<file path="config.mk">
export PLATFORM = sky130hd
export DESIGN_NAME = wb_arbiter_2m_flat
export DESIGN_NICKNAME = d
export VERILOG_FILES = /design/src/rtl/wb_arb_pkg.sv /design/src/rtl/wishbone_if.sv /design/src/rtl/wb_outstanding_cnt.sv /design/src/rtl/wb_arbiter_2m.sv /design/src/flat_wrapper.sv
export SDC_FILE = /design/constraint.sdc
export NUM_CORES = 1
export LEC_CHECK = 0
export ABC_AREA = 1
export CORE_AREA = 2 2 127 129
export CTS_CLUSTER_SIZE = 8
export DETAILED_ROUTE_END_ITERATION = 10
export DIE_AREA = 0 0 129 131
export PLACE_DENSITY = 0.56
export SETUP_SLACK_MARGIN = 0.2
export SYNTH_ARGS = -nofsm -noshare
export SYNTH_HDL_FRONTEND = slang
export SYNTH_HIERARCHICAL = 1
export SYNTH_SLANG_ARGS = --single-unit
</file>
<file path="constraint.sdc">
create_clock -name clk_i -period 4.38 [get_ports clk_i]
set_input_delay 0.876 -clock clk_i [delete_from_list [all_inputs] [get_ports clk_i]]
set_output_delay 0.876 -clock clk_i [all_outputs]
set_load 0.005 [all_outputs]
</file>
<file path="src/rtl/wb_arb_pkg.sv">
// Shared types and sizing helpers for the two-master Wishbone arbiter.
package wb_arb_pkg;

  localparam int AW = 32;
  localparam int DW = 32;
  localparam int SW = DW / 8;

  localparam int MAX_OUTSTANDING_DEF = 4;
  localparam int CNT_W = $clog2(MAX_OUTSTANDING_DEF + 1);

  typedef enum logic [1:0] {
    IDLE = 2'd0,
    GNT0 = 2'd1,
    GNT1 = 2'd2
  } arb_state_t;

  typedef logic [1:0] grant_t;

  function automatic int cnt_width(input int max_out);
    return $clog2(max_out + 1);
  endfunction

endpackage

</file>
<file path="src/rtl/wishbone_if.sv">
// Pipelined Wishbone bundle (stall-based flow control) with master/slave views.
interface wishbone_if;
  import wb_arb_pkg::*;

  logic          cyc;
  logic          stb;
  logic          we;
  logic          lock;
  logic [AW-1:0] addr;
  logic [SW-1:0] sel;
  logic [DW-1:0] wdata;
  logic [DW-1:0] rdata;
  logic          ack;
  logic          err;
  logic          rty;
  logic          stall;

  modport MASTER (
    output cyc, stb, we, lock, addr, sel, wdata,
    input  rdata, ack, err, rty, stall
  );

  modport SLAVE (
    input  cyc, stb, we, lock, addr, sel, wdata,
    output rdata, ack, err, rty, stall
  );

endinterface

</file>
<file path="src/rtl/wb_outstanding_cnt.sv">
// Up/down count of issued-but-unanswered requests; o_full throttles new issues.
module wb_outstanding_cnt
  import wb_arb_pkg::*;
#(
  parameter int MAX = 4,
  parameter int W   = CNT_W
) (
  input  logic         i_clk,
  input  logic         i_rst,
  input  logic         i_issue,
  input  logic         i_retire,
  input  logic         i_clear,
  output logic [W-1:0] o_count,
  output logic         o_full
);

  logic [W-1:0] r_count;

  always_ff @(posedge i_clk or posedge i_rst) begin
    if (i_rst) begin
      r_count <= '0;
    end else if (i_clear) begin
      r_count <= '0;
    end else if (i_issue && !i_retire) begin
      r_count <= r_count + 1'b1;
    end else if (i_retire && !i_issue) begin
      r_count <= r_count - 1'b1;
    end
  end

  assign o_count = r_count;
  assign o_full  = (r_count == W'(MAX));

endmodule

</file>
<file path="src/rtl/wb_arbiter_2m.sv">
// Two-master round-robin Wishbone arbiter with outstanding-request throttling.
// Optional watchdog abort enabled by defining WB_ARB_TIMEOUT_EN.
//
//   state | meaning
//   IDLE  | no grant; arbitrate registered on next edge
//   GNT0  | master 0 owns the slave port until cyc & lock both drop
//   GNT1  | master 1 owns the slave port until cyc & lock both drop
module wb_arbiter_2m
  import wb_arb_pkg::*;
#(
  parameter int MAX_OUTSTANDING = 4
`ifdef WB_ARB_TIMEOUT_EN
  ,
  parameter int TIMEOUT_CYCLES  = 255
`endif
) (
  input  logic       clk_i,
  input  logic       rst_i,
  wishbone_if.SLAVE  m0,
  wishbone_if.SLAVE  m1,
  wishbone_if.MASTER s,
  output grant_t     grant_o
);

  localparam int CW = cnt_width(MAX_OUTSTANDING);

  arb_state_t    r_state;
  arb_state_t    w_next;
  logic          r_last;
  logic          w_req0, w_req1, w_g0, w_g1, w_granted;
  logic          w_cyc, w_stb, w_we, w_lock;
  logic [AW-1:0] w_addr;
  logic [SW-1:0] w_sel;
  logic [DW-1:0] w_wdata;
  logic          w_resp, w_release, w_tmo, w_issue, w_retire, w_full;
  logic [CW-1:0] w_count;

  assign w_req0    = m0.cyc & m0.stb;
  assign w_req1    = m1.cyc & m1.stb;
  assign w_g0      = (r_state == GNT0);
  assign w_g1      = (r_state == GNT1);
  assign w_granted = w_g0 | w_g1;
  assign grant_o   = {w_g1, w_g0};

  always_comb begin
    w_cyc   = 1'b0;
    w_stb   = 1'b0;
    w_we    = 1'b0;
    w_lock  = 1'b0;
    w_addr  = '0;
    w_sel   = '0;
    w_wdata = '0;
    if (w_g0) begin
      w_cyc   = m0.cyc;
      w_stb   = m0.stb;
      w_we    = m0.we;
      w_lock  = m0.lock;
      w_addr  = m0.addr;
      w_sel   = m0.sel;
      w_wdata = m0.wdata;
    end else if (w_g1) begin
      w_cyc   = m1.cyc;
      w_stb   = m1.stb;
      w_we    = m1.we;
      w_lock  = m1.lock;
      w_addr  = m1.addr;
      w_sel   = m1.sel;
      w_wdata = m1.wdata;
    end
  end

  // A watchdog abort drops cyc for its cycle so the slave abandons the hung transfer.
  assign s.cyc   = w_cyc & ~w_tmo;
  assign s.stb   = w_cyc & w_stb & ~w_full & ~w_tmo;
  assign s.we    = w_we;
  assign s.lock  = w_lock;
  assign s.addr  = w_addr;
  assign s.sel   = w_sel;
  assign s.wdata = w_wdata;

  assign m0.stall = ~w_g0 | s.stall | w_full;
  assign m0.ack   = w_g0 & s.ack;
  assign m0.err   = w_g0 & (s.err | w_tmo);
  assign m0.rty   = w_g0 & s.rty;
  assign m0.rdata = w_g0 ? s.rdata : '0;

  assign m1.stall = ~w_g1 | s.stall | w_full;
  assign m1.ack   = w_g1 & s.ack;
  assign m1.err   = w_g1 & (s.err | w_tmo);
  assign m1.rty   = w_g1 & s.rty;
  assign m1.rdata = w_g1 ? s.rdata : '0;

  assign w_resp    = s.ack | s.err | s.rty;
  assign w_release = w_granted & ~w_cyc & ~w_lock;
  assign w_issue   = s.cyc & s.stb & ~s.stall;
  // Responses with nothing in flight belong to an aborted grant and are ignored.
  assign w_retire  = w_granted & w_resp & (w_count != '0);

  wb_outstanding_cnt #(
    .MAX (MAX_OUTSTANDING),
    .W   (CW)
  ) u_cnt (
    .i_clk    (clk_i),
    .i_rst    (rst_i),
    .i_issue  (w_issue),
    .i_retire (w_retire),
    .i_clear  (w_release | w_tmo),
    .o_count  (w_count),
    .o_full   (w_full)
  );

`ifdef WB_ARB_TIMEOUT_EN
  logic [7:0] r_wdog;

  always_ff @(posedge clk_i or posedge rst_i) begin
    if (rst_i) begin
      r_wdog <= 8'(TIMEOUT_CYCLES);
    end else if (!w_granted || w_resp || w_tmo) begin
      r_wdog <= 8'(TIMEOUT_CYCLES);
    end else if ((w_count != '0) && (r_wdog != 8'd0)) begin
      r_wdog <= r_wdog - 8'd1;
    end
  end

  assign w_tmo = w_granted & (r_wdog == 8'd0);
`else
  assign w_tmo = 1'b0;
`endif

  always_comb begin
    w_next = r_state;
    case (r_state)
      IDLE: begin
        if (w_req0 && w_req1) begin
          w_next = r_last ? GNT0 : GNT1;
        end else if (w_req0) begin
          w_next = GNT0;
        end else if (w_req1) begin
          w_next = GNT1;
        end
      end
      GNT0, GNT1: begin
        if (w_release || w_tmo) begin
          w_next = IDLE;
        end
      end
      default: w_next = IDLE;
    endcase
  end

  always_ff @(posedge clk_i or posedge rst_i) begin
    if (rst_i) begin
      r_state <= IDLE;
      r_last  <= 1'b1;
    end else begin
      r_state <= w_next;
      if (w_release || w_tmo) begin
        r_last <= w_g1;
      end
    end
  end

endmodule
</file>
<file path="src/flat_wrapper.sv">
// flat-port wrapper written by rule: the top's interface ports become plain ports
module wb_arbiter_2m_flat import wb_arb_pkg::*;
#(
  parameter int MAX_OUTSTANDING = 4

)
  (clk_i, rst_i, grant_o, m0_cyc, m0_stb, m0_we, m0_lock, m0_addr, m0_sel, m0_wdata, m0_rdata, m0_ack, m0_err, m0_rty, m0_stall, m1_cyc, m1_stb, m1_we, m1_lock, m1_addr, m1_sel, m1_wdata, m1_rdata, m1_ack, m1_err, m1_rty, m1_stall, s_cyc, s_stb, s_we, s_lock, s_addr, s_sel, s_wdata, s_rdata, s_ack, s_err, s_rty, s_stall);
  wishbone_if m0_i ();
  wishbone_if m1_i ();
  wishbone_if s_i ();
  input  logic clk_i;
  input  logic rst_i;
  output grant_t grant_o;
  input wire logic [$bits(m0_i.cyc)-1:0] m0_cyc;
  input wire logic [$bits(m0_i.stb)-1:0] m0_stb;
  input wire logic [$bits(m0_i.we)-1:0] m0_we;
  input wire logic [$bits(m0_i.lock)-1:0] m0_lock;
  input wire logic [$bits(m0_i.addr)-1:0] m0_addr;
  input wire logic [$bits(m0_i.sel)-1:0] m0_sel;
  input wire logic [$bits(m0_i.wdata)-1:0] m0_wdata;
  output wire logic [$bits(m0_i.rdata)-1:0] m0_rdata;
  output wire logic [$bits(m0_i.ack)-1:0] m0_ack;
  output wire logic [$bits(m0_i.err)-1:0] m0_err;
  output wire logic [$bits(m0_i.rty)-1:0] m0_rty;
  output wire logic [$bits(m0_i.stall)-1:0] m0_stall;
  input wire logic [$bits(m1_i.cyc)-1:0] m1_cyc;
  input wire logic [$bits(m1_i.stb)-1:0] m1_stb;
  input wire logic [$bits(m1_i.we)-1:0] m1_we;
  input wire logic [$bits(m1_i.lock)-1:0] m1_lock;
  input wire logic [$bits(m1_i.addr)-1:0] m1_addr;
  input wire logic [$bits(m1_i.sel)-1:0] m1_sel;
  input wire logic [$bits(m1_i.wdata)-1:0] m1_wdata;
  output wire logic [$bits(m1_i.rdata)-1:0] m1_rdata;
  output wire logic [$bits(m1_i.ack)-1:0] m1_ack;
  output wire logic [$bits(m1_i.err)-1:0] m1_err;
  output wire logic [$bits(m1_i.rty)-1:0] m1_rty;
  output wire logic [$bits(m1_i.stall)-1:0] m1_stall;
  output wire logic [$bits(s_i.cyc)-1:0] s_cyc;
  output wire logic [$bits(s_i.stb)-1:0] s_stb;
  output wire logic [$bits(s_i.we)-1:0] s_we;
  output wire logic [$bits(s_i.lock)-1:0] s_lock;
  output wire logic [$bits(s_i.addr)-1:0] s_addr;
  output wire logic [$bits(s_i.sel)-1:0] s_sel;
  output wire logic [$bits(s_i.wdata)-1:0] s_wdata;
  input wire logic [$bits(s_i.rdata)-1:0] s_rdata;
  input wire logic [$bits(s_i.ack)-1:0] s_ack;
  input wire logic [$bits(s_i.err)-1:0] s_err;
  input wire logic [$bits(s_i.rty)-1:0] s_rty;
  input wire logic [$bits(s_i.stall)-1:0] s_stall;
  assign m0_i.cyc = m0_cyc;
  assign m0_i.stb = m0_stb;
  assign m0_i.we = m0_we;
  assign m0_i.lock = m0_lock;
  assign m0_i.addr = m0_addr;
  assign m0_i.sel = m0_sel;
  assign m0_i.wdata = m0_wdata;
  assign m0_rdata = m0_i.rdata;
  assign m0_ack = m0_i.ack;
  assign m0_err = m0_i.err;
  assign m0_rty = m0_i.rty;
  assign m0_stall = m0_i.stall;
  assign m1_i.cyc = m1_cyc;
  assign m1_i.stb = m1_stb;
  assign m1_i.we = m1_we;
  assign m1_i.lock = m1_lock;
  assign m1_i.addr = m1_addr;
  assign m1_i.sel = m1_sel;
  assign m1_i.wdata = m1_wdata;
  assign m1_rdata = m1_i.rdata;
  assign m1_ack = m1_i.ack;
  assign m1_err = m1_i.err;
  assign m1_rty = m1_i.rty;
  assign m1_stall = m1_i.stall;
  assign s_cyc = s_i.cyc;
  assign s_stb = s_i.stb;
  assign s_we = s_i.we;
  assign s_lock = s_i.lock;
  assign s_addr = s_i.addr;
  assign s_sel = s_i.sel;
  assign s_wdata = s_i.wdata;
  assign s_i.rdata = s_rdata;
  assign s_i.ack = s_ack;
  assign s_i.err = s_err;
  assign s_i.rty = s_rty;
  assign s_i.stall = s_stall;
  wb_arbiter_2m #(.MAX_OUTSTANDING(MAX_OUTSTANDING)) u_core (.clk_i(clk_i), .rst_i(rst_i), .m0(m0_i), .m1(m1_i), .s(s_i), .grant_o(grant_o));
endmodule
</file>
Word-level counts from Yosys, hierarchy flattened --
Cells that the tools add are included.
Operators by class: $add $sub $neg 2, eq/ne operators 5, muxes and demuxes 25, bitwise logic cells 29, reduce and logical (&&, ||, !) cells 10
Operator list (count):
- $mux 32 | 6
- $and 1x1->1 | 16
- $mux 2 | 5
- $mux 3 | 3
- $mux 1 | 8
- $mux 4 | 2
- $or 1x1->1 | 7
- $not 1->1 | 6
- $reduce_bool 3->1 | 2
- $ne 4x1->1 const B | 1
- $pmux 2 s2 | 1
- $add 3x1->3 const B | 1
- $eq 3x3->1 const B | 1
- $logic_and 1x1->1 | 3
- $sub 3x1->3 const B | 1
- $eq 2x1->1 const B | 1
- $eq 2x2->1 const B | 1
- $logic_not 1->1 | 2
- $logic_not 2->1 | 1
- $ne 2x2->1 const B | 1
- $reduce_and 2->1 | 1
- $reduce_or 2->1 | 1
Word-level totals: register bits 6, input port bits 182, word-level logic and storage cells 74

Logic depth before layout (Yosys ltp) --
depth in word-level cells 12, depth in mapped cells 16

Modules after synthesis --
Netlist, hierarchy kept.
Modules (own cells, without submodules):
- wb_arbiter_2m | instances 1, cells an instance 286, area each 1696.6 um^2, sequential area each 76.3 um^2
- wb_outstanding_cnt | instances 1, cells an instance 34, area each 227.7 um^2, sequential area each 75.1 um^2

Least setup slack after synthesis --
No wires, ideal clock.
kind input -> register, start point input port m1_cyc, end point register u_core.u_cnt.r_count[1], in the netlist u_core/u_cnt/o_count[1], data arrival time 2112 ps, setup slack 2192 ps, stages on the path 10, path through nand3_1 > nand2_2 > nand2_1 > nor3_2 > inv_1 > nor2_2 > fa_1 > nor2_1 > nand2_1 > o21ai_1
On the way: cells in the longest elaborated chain, start to end 9
Ends and longest elaborated chain:
- from (decl) | RTL line flat_wrapper.sv:26 | input wire logic [$bits(m1_i.cyc)-1:0] m1_cyc;
- $mux 1 * | RTL line wb_arbiter_2m.sv:61 | end else if (w_g1) begin
- $mux 1 * | RTL line wb_arbiter_2m.sv:53 | if (w_g0) begin
- named net s_cyc | RTL line flat_wrapper.sv:38 | output wire logic [$bits(s_i.cyc)-1:0] s_cyc;
- $and 1x1->1 (2 in a row) | RTL line wb_arbiter_2m.sv:74 | assign s.stb = w_cyc & w_stb & ~w_full & ~w_tmo;
- $and 1x1->1 * (2 in a row) | RTL line wb_arbiter_2m.sv:95 | assign w_issue = s.cyc & s.stb & ~s.stall;
- named net u_core.w_issue | RTL line wb_arbiter_2m.sv:35 | logic w_resp, w_release, w_tmo, w_issue, w_retire, w_full;
- $logic_and 1x1->1 or $logic_not 1->1 (tied branches) | RTL line wb_outstanding_cnt.sv:24, wb_outstanding_cnt.sv:26
- $mux 3 or $logic_and 1x1->1 (tied branches) | RTL line wb_outstanding_cnt.sv:24, wb_outstanding_cnt.sv:26
- $mux 3 or $reduce_bool 3->1 (tied branches)
- to (signal assigned) | RTL line wb_outstanding_cnt.sv:25 | r_count <= r_count + 1'b1;
- to (signal assigned) | RTL line wb_outstanding_cnt.sv:27 | r_count <= r_count - 1'b1;
- to (decl) | RTL line wb_outstanding_cnt.sv:17 | logic [W-1:0] r_count;
The timed path passes the listed nets; every way through them passes the cells marked *. A chain may end at the register's enable or synchronous reset.

Final worst setup path --
start point register u_core.r_state[1], end point output port s_stb
On the way: cells in the longest elaborated chain, start to end 5
Ends and longest elaborated chain:
- from (decl) | RTL line wb_arbiter_2m.sv:27 | arb_state_t r_state;
- from (signal assigned) | RTL line wb_arbiter_2m.sv:156 | r_state <= w_next;
- $eq 2x2->1 | RTL line wb_arbiter_2m.sv:41 | assign w_g1 = (r_state == GNT1);
- $mux 1 | RTL line wb_arbiter_2m.sv:61
- $mux 1 | RTL line wb_arbiter_2m.sv:53
- $and 1x1->1 * (2 in a row) | RTL line wb_arbiter_2m.sv:74
- to (decl) | RTL line flat_wrapper.sv:39 | output wire logic [$bits(s_i.stb)-1:0] s_stb;
Mark *: on every way between the ends. The rest lies on a longest branch, timed or not.

==> impl_metrics.ini <==
[logic_synthesis]
synth_area_um2 = 1920
synth_commonest_cells = nand2_1, inv_1, a22o_1
yosys_register_bits = 6
ys_warn_count = 6
synth_largest_area_cell = a22o_1
syn-num-nets = 506
seq_area_frac_synth_pct = 7.87
synth_edf_count = 0
synth-async-reset-ratio_pct = 100
avgSynthCellArea_um2 = 6.01
syn_inst = 320
yosys_most_used_dff = dfrtp_1
ys_types = 26
synth_top_area_share_pct = 29.1
synth.area.top_cells = a22o_1, nand2_1, inv_1, dfrtp_1, buf_6
synth_most_common_cell = nand2_1

[floorplan]
die_w_um = 129
pin_count = 328
die_area_um2 = 16900
start_util_pct = 12.3
coreArea_um2 = 15600
die_y_um = 131
std_cell_rows = 46

[worst_setup_path]
critPathRequiredTime_ns = 3.50
cp-startpoint = u_core/r_state[1]$_DFFE_PP0P_
path_max_fanout = 56
worstSetupStartpointType = flip-flop
arrival_ns = 2.81
setup.worst_path.end_class = primary output
reg2reg_from = u_core/r_state[1]$_DFFE_PP0P_
worstSetupPathType = reg2out

[clocking]
clock_path_buffers = 2
numCtsBuffers = 3
htreeDepth = 1
postCtsResizedCells = 0
clk_pin_slew_ns = 0.03
cts_root_buffer = clkbuf_16
post_cts_buffers = 0
cts_hold_buf = 0
cts_tree = yes
cts_sinks = 6
clkLatencyLatePin_ns = 0.23

[place]
dpl_worst_slack_ns = 0.960
dp_hpwl_mm = 11.6
port_buffers = 327
gp_congestion = 0.774

[layout]
syn2layout_area_growth_pct = 179
fin_nets = 815
drive_gt1_share_pct = 3.66
n_antenna_cell = 0

[timing]
tightest_slew_ns = 1.02
setup_ws_ns = 0.692
setup_viol = 0
clock_skew_ns = 0.00312
max_freq_mhz = 271
setup_tns_ns = 0
maxSlewViolCount = 0
relSlewSlack_pct = 32.2
hold_violations = 0
hold_ws_ns = 0.475
post-route-period-util_pct = 84.2
period_needed_ns = 3.69
rsz0062_at_grt = false

[drt]
vias = 3328
avgViaCountPerCell = 3.94
routedWlPerCell_um = 16.3
first_iter_violations = 219
drt_pass1_iterations = 4
drc = 0
wirelength_mm = 13.8
ant_nets = 0

[pwr]
ir_drop_uv = 226
clkPwrFrac_pct = 6.1
p_sw_share_pct = 40.6
seqPwrFrac_pct = 4.4
internal_power_mw = 1.51
leakage_nw = 2.60
pwr-share-comb_pct = 89.5
powerDensity_nw_per_um2 = 474
p_switching_mw = 1.03
power_mw = 2.54

[run_status]
status = completed

[run]
cap_violations = 0

[min_path]
hold_start = u_core/r_last$_DFFE_PP1P_
hold_class = reg2reg

[global_routing]
grt_first_pass_wirelength_mm = 18.0
overflow = 0
grt_pass1_vias = 2999
grt_usage_pct = 14.1
antenna_found_initial = 0
grt_max_degree = 71
logic make-up (layout without fill, tap and decap cells):
logic type / Yosys count / in the layout / share of synthesized area, %
compound gates: 73 / 73 / 33.8
fa+ha+maj: 4 / 4 / 2.99
buf+inv: 114 / 422 / 28.1
flops: 6 / 6 / 7.87
simple gates: 123 / 123 / 27.2
cell type report:
type / count / area [um^2]
fillers: 1643 / 10200
repair buffers: 329 / 3290
multi-input cells: 200 / 1240
inverters: 89 / 334
well taps: 216 / 270
flip-flops and latches: 6 / 151
clock buffers: 4 / 78.8
cells in the final DEF (no fill, tap or decap):
| master | count |
|---|---|
| nand2_1 | 92 |
| o21ai_1 | 2 |
| nor2_2 | 1 |
| dfrtp_1 | 5 |
| a22oi_4 | 1 |
| a22o_2 | 5 |
| a22o_1 | 64 |
| ha_4 | 1 |
| inv_2 | 1 |
| clkinv_1 | 1 |
| nand3_1 | 10 |
| nand4_1 | 2 |
| ha_1 | 2 |
| clkdlybuf4s50_1 | 326 |
| nor3_2 | 1 |
| buf_4 | 3 |
| fa_1 | 1 |
| clkbuf_16 | 3 |
| nand3_2 | 1 |
| nand2_2 | 3 |
| dfstp_2 | 1 |
| nor2_1 | 7 |
| nor3_1 | 5 |
| inv_1 | 87 |
| nor2_8 | 1 |
| o21ai_2 | 1 |
| clkbuf_1 | 1 |
through the flow:
| step | cells | area (um^2) | util [%] |
|---|---|---|---|
| finish | 844 | 5370 | 34.4 |
| global route | 844 | 5370 | 34.4 |
| CTS | 844 | 5370 | 34.4 |
| detailed placement | 840 | 5290 | 33.9 |
| global placement | 840 | 5290 | 33.9 |
| floorplan | 320 | 1920 | - |
worst max-delay path, cell delays in order, from the launching register on:
cell             delay [ns]
dfrtp_1                0.39
inv_1                  0.12
ha_4                   0.56
buf_4                  0.61
a22oi_4                0.16
nor2_1                 0.13
clkdlybuf4s50_1        0.54
layer usage:
metal  share of wire [%]  wire [um]  vias to the layer above  global-route usage [%]
li1                    -          -                     1635                       -
met5                   0          0                        -                       0
met1                  43       5920                     1493                    19.5
met4                0.81        112                        0                    2.05
met3                  10       1450                       12                    4.60
met2                  46       6310                      188                    22.0
worst paths after layout:
check                      slack, ns  depth (start not counted)                                  end
setup / recovery                0.69                          6                                s_stb
hold / removal                  0.48                          2            u_core/r_last$_DFFE_PP1P_
setup reg to reg                1.29                         11  u_core/u_cnt/o_count[1]$_DFFE_PP0P_
hold reg to reg                 0.48                          2            u_core/r_last$_DFFE_PP1P_
max in group asynchronous       3.30                          2            u_core/r_last$_DFFE_PP1P_
min in group asynchronous       0.84                          2  u_core/u_cnt/o_count[2]$_DFFE_PP0P_
registers in the layout, summed over array words and instances (netlist names):
| signal | flops |
|---|---|
| u_core/u_cnt/o_count | 3 |
| u_core/r_state | 2 |
| u_core/r_last | 1 |
power groups by stage:
stage | clock network, mW | logic (mW) | registers, mW
6_report | 0.155 | 2.27 | 0.111
5_1_grt | 0.162 | 2.49 | 0.113
4_1_cts | 0.155 | 2.30 | 0.110
2_1_floorplan | 0 | 1.10 | 0.102
3_5_place_dp | 0 | 2.29 | 0.110
3_3_place_gp | 0 | 2.27 | 0.108
Note: power is estimated with default switching activity, not from simulation.
